$ cat config.mk
export PLATFORM = sky130hd
export DESIGN_NAME = pc_sequencer
export DESIGN_NICKNAME = d
export VERILOG_FILES = /design/src/rtl/pc_sequencer.sv
export SDC_FILE = /design/constraint.sdc
export NUM_CORES = 1
export LEC_CHECK = 0
export ABC_AREA = 1
export CELL_PAD_IN_SITES_DETAIL_PLACEMENT = 0
export CELL_PAD_IN_SITES_GLOBAL_PLACEMENT = 1
export CORE_MARGIN = 4
export CORE_UTILIZATION = 34
export DETAILED_ROUTE_END_ITERATION = 7
export MAX_ROUTING_LAYER = met4
export PLACE_DENSITY_LB_ADDON = 0.1
export REMOVE_ABC_BUFFERS = 1
export SLEW_MARGIN = 20
export SYNTH_ARGS = -nofsm -noshare
export SYNTH_HDL_FRONTEND = slang
export SYNTH_SLANG_ARGS = --single-unit
$ cat constraint.sdc
create_clock -name clk -period 2.7 [get_ports clk]
set_input_delay 0.405 -clock clk [delete_from_list [all_inputs] [get_ports clk]]
set_output_delay 0.405 -clock clk [all_outputs]
set_load 0.05 [all_outputs]
$ cat src/rtl/pc_sequencer.sv
// Fetch-side PC sequencer: owns the PC, runs the instruction-memory handshake and
// hands fetched PCs to decode, applying stall and branch/jump/jr redirects.
module pc_sequencer #(
  parameter logic [31:0] RESET_PC = 32'h0000_0000
) (
  input  logic        clk,
  input  logic        rst,
  input  logic        stall,
  input  logic        branch_taken,
  input  logic [31:0] branch_offset_sl2,
  input  logic        jump,
  input  logic [25:0] jump_index,
  input  logic        jr,
  input  logic [31:0] jr_target,
  input  logic [31:0] redirect_pc4,
  output logic        imem_req,
  output logic [31:0] imem_addr,
  input  logic        imem_ack,
  output logic [31:0] pc,
  output logic        fetch_valid,
  output logic [31:0] fetch_pc,
  output logic [1:0]  dbg_state
);

  typedef enum logic [1:0] {
    BOOT  = 2'd0,
    REQ   = 2'd1,
    STALL = 2'd2
  } state_e;

  state_e      state_q, state_d;
  logic [31:0] pc_q, pc_d;
  logic [31:0] fetch_pc_q, fetch_pc_d;
  logic        fetch_valid_q, fetch_valid_d;
  logic        pend_q, pend_d;
  logic [31:0] pend_pc_q, pend_pc_d;

  logic        redirect;
  logic [31:0] redirect_target;
  logic [31:0] pc_plus4;

  always_comb begin
    redirect = jr | jump | branch_taken;
    if (jr) begin
      redirect_target = jr_target;
    end else if (jump) begin
      redirect_target = {redirect_pc4[31:28], jump_index, 2'b00};
    end else begin
      redirect_target = redirect_pc4 + branch_offset_sl2;
    end
    pc_plus4 = pc_q + 32'd4;
  end

  // Handshake: imem_req is held high with imem_addr stable until a single-cycle
  // imem_ack; the ack completes that request. Decode takes fetch_pc whenever
  // fetch_valid is high and stall is low.
  always_comb begin
    state_d       = state_q;
    pc_d          = pc_q;
    fetch_pc_d    = fetch_pc_q;
    fetch_valid_d = fetch_valid_q;
    pend_d        = pend_q;
    pend_pc_d     = pend_pc_q;
    case (state_q)
      BOOT: begin
        fetch_valid_d = 1'b0;
        state_d       = REQ;
      end
      REQ: begin
        fetch_valid_d = 1'b0;
        if (imem_ack) begin
          if (redirect || pend_q) begin
            // A redirect arriving with the ack beats one latched earlier.
            pc_d   = redirect ? redirect_target : pend_pc_q;
            pend_d = 1'b0;
          end else begin
            fetch_valid_d = 1'b1;
            fetch_pc_d    = pc_q;
            if (stall) begin
              state_d = STALL;
            end else begin
              pc_d = pc_plus4;
            end
          end
        end else if (redirect) begin
          pend_d    = 1'b1;
          pend_pc_d = redirect_target;
        end
      end
      STALL: begin
        if (redirect) begin
          fetch_valid_d = 1'b0;
          pc_d          = redirect_target;
          state_d       = REQ;
        end else if (!stall) begin
          fetch_valid_d = 1'b0;
          pc_d          = pc_plus4;
          state_d       = REQ;
        end
      end
      default: state_d = BOOT;
    endcase
  end

  always_ff @(posedge clk) begin
    if (rst) begin
      state_q       <= BOOT;
      pc_q          <= RESET_PC;
      fetch_pc_q    <= 32'h0;
      fetch_valid_q <= 1'b0;
      pend_q        <= 1'b0;
      pend_pc_q     <= 32'h0;
    end else begin
      state_q       <= state_d;
      pc_q          <= pc_d;
      fetch_pc_q    <= fetch_pc_d;
      fetch_valid_q <= fetch_valid_d;
      pend_q        <= pend_d;
      pend_pc_q     <= pend_pc_d;
    end
  end

  assign imem_req    = (state_q == REQ);
  assign imem_addr   = pc_q;
  assign pc          = pc_q;
  assign fetch_valid = fetch_valid_q;
  assign fetch_pc    = fetch_pc_q;
  assign dbg_state   = state_q;

endmodule

==> flow_summary.toml <==
[logic_synthesis]
ys_types = 44
synth_top_area_share_pct = 22.16
syn_inst = 1609
syn_area_per_cell_um2 = 5.615
netlist_area_um2 = 9035
ys_seq_area_share_pct = 22.16
synth-seq-cells = 100
synth_area_leaders = "dfxtp_1 (22%), nand2_1 (22%), inv_1 (10%), a21oi_1 (8.9%), o21ai_0 (6.9%)"
yosysWarnings = 0
synth_area_leader_cell = "dfxtp_1"

[floorplanning]
ioPinCount = 229
start_util_pct = 34.57
fp-row-count = 59
die_height_um = 171.0
dieArea_um2 = 29250
core_area_um2 = 26130
dieWidth_um = 171.0

[global_routing]
grt_usage_pct = 22.12
grt_pass1_vias = 9480
grt_max_degree = 70
gr-usage-met3_pct = 2.103
grt_pass1_wl_um = 50980
busiest_layer = "met2"
grt.overflow.total = 0
grt_antenna_before_repair = 0
grt_use_met1_pct = 30.02
grt_use_met2_pct = 36.62

[finish]
nets = 1996
antenna_cells = 0
fin_cells = 2174
drive_gt1_share_pct = 8.157
syn2layout_area_growth_pct = 35.06
num-fill-cells = 2816
multi_input_comb_area_um2 = 5603
ff_latch_area_um2 = 2002
mostFrequentLayoutCell = "nand2_1"
layout_common_cells = "nand2_1 (518), inv_1 (240), clkdlybuf4s50_1 (227), a21oi_1 (160), nor2_1 (136)"

[sta]
maxSlewViolCount = 0
finalHoldViolations = 0
slew_headroom_pct = 39.93
period_needed_ns = 2.461
fmax_mhz = 406.4
rsz0062_at_grt = "false"
fin_crit_sh_pct = 91.14
hold_ws_ns = 0.4766
fin_ws_ns = 0.2393
skew_ns = 0.009747
setup_viol = 0
worstMarginPinSlew_ns = 0.9000

[clock_network]
cts_sinks = 100
cts_tree = "done"
numCtsBuffers = 9
htree_levels = 3
clk_pin_slew_ns = 0.07
root_buffer = "clkbuf_16"
clockBufferDepth = 2
postCtsSetupRepairBufs = 0
insertion_delay_ns = 0.34

[outcome]
outcome = "complete, no violations"

[route]
vias_per_cell = 4.775
vias = 10380
drcViolationCount = 0
avgRoutedWirePerCell_um = 14.94
wl_um = 32470
drt-pass1-iter-count = 5
ant_nets = 0
drt_iter0_markers = 720

[pwr]
vdd_drop_max_mv = 0.2770
p_total_mw = 4.804
p_per_area_nw_per_um2 = 393.7
leakagePower_nw = 5.925

[critical_path]
slowest_stage = "clkdlybuf4s50_1"
required_ns = 2.97
crit_family = "compound AO/OA/AOI/OAI gates"
cp.arrival_ns = 2.73
cpPeakStageDelay_ns = 0.41
path_cells = "clkdlybuf4s50_1, ha_1, nand2_1, inv_1, a21oi_1, nand2_1, buf_4, xnor2_1, o21ai_0, o211ai_1, o21ai_0, nand2_1, nand2_1, nand2_1, a21oi_1"
crit_top_cell = "nand2_1"
critPathKind = "input pin to flip-flop"
crit_path_end_kind = "flip-flop"
start_kind = "input pin"
worstPathMaxFanout = 4
crit_buf_inv = 3

[placement]
hpwl_um = 25110
dp.cells = 2158
gp_congestion = 0.9120
post-place-ws_ns = -0.2117
io_buffers = 228

[hold_path]
hold_path.class = "flip-flop to flip-flop"

[job]
drv_cap = 0
## through the flow
step | setup TNS [ns] | util (%) | area, µm²
CTS | 0 | 46.53 | 12160
global placement | -4.380 | 45.47 | 11880
floorplan | -67.53 | - | 8486
global route | 0 | 46.70 | 12200
detailed placement | -5.694 | 45.47 | 11880
finish | 0 | 46.70 | 12200
## what timing repair did
item,CTS,global route
setup endpoints to repair,0,28
resized for setup,0,13
hold buffers,0,0
## power breakdown
group / internal [mW] / leakage [nW] / switching, mW
combinational: 0.764 / 4.98 / 1.15
clock: 0.648 / 0.127 / 0.597
sequential: 1.56 / 0.818 / 0.0864
## synth_stat cells (all sizes together)
cell / instances
a21o: 1
a21oi: 164
a221oi: 1
a22o: 1
a311oi: 1
a31oi: 11
and2: 2
buf: 61
clkbuf: 41
clkinv: 1
dfxtp: 100
fa: 1
ha: 32
inv: 248
mux2i: 1
nand2: 525
nand3: 74
nand3b: 7
nand4: 10
nor2: 147
nor3: 11
nor3b: 1
nor4: 1
o211ai: 6
o21ai: 124
o21bai: 2
or2: 3
xnor2: 11
xor2: 21
## worst register-to-register path: cells and delay by family (launching register included)
family | cells | cell delay, ns
AND/OR/NAND/NOR | 10 | 1.08
AO/OA/AOI/OAI | 2 | 0.19
buffers and inverters | 2 | 0.26
adder cells (fa/ha/maj) | 1 | 0.25
flip-flops | 1 | 0.35
## final timing paths
path	slack [ns]	end	from	cells past startpoint
worst max-delay path	0.24	imem_addr[7]	branch_offset_sl2[6]	15
worst max register to register	0.44	imem_addr[30]	imem_addr[3]	15
worst min-delay path	0.48	fetch_valid	fetch_valid	2
worst min register to register	0.48	fetch_valid	fetch_valid	2
## state kept, by name, indices dropped and copies added (netlist names)
register	count
dbg_state	2
fetch_pc	32
fetch_valid	1
imem_addr	32
pend_pc_q	32
pend_q	1
## layer usage
layer,wire (µm),vias to the layer above,part of all wire (%)
li1,-,5443,-
met1,15610,4681,48
met2,15170,234,47
met3,1301,22,4.0
met4,390,0,1.2
met5,0,-,0
## logic make-up after synthesis
group	count (synthesis)	share of synthesized area, %
simple gates	781	35.52
xor+xnor	32	3.185
fa+ha+maj	33	4.653
compound gates	311	17.92
flops	100	22.16
mux	1	0.1108
buf+inv	351	16.45
## layout make-up
class / instances / share of cell area (%)
multi-input combinational: 1158 / 45.91
timing repair buffer: 316 / 24.28
sequential: 100 / 16.41
inverter: 249 / 7.680
tap: 335 / 3.435
clock buffer: 10 / 1.958
clock inverter: 6 / 0.3281
Power figures use the tool's default switching activity.
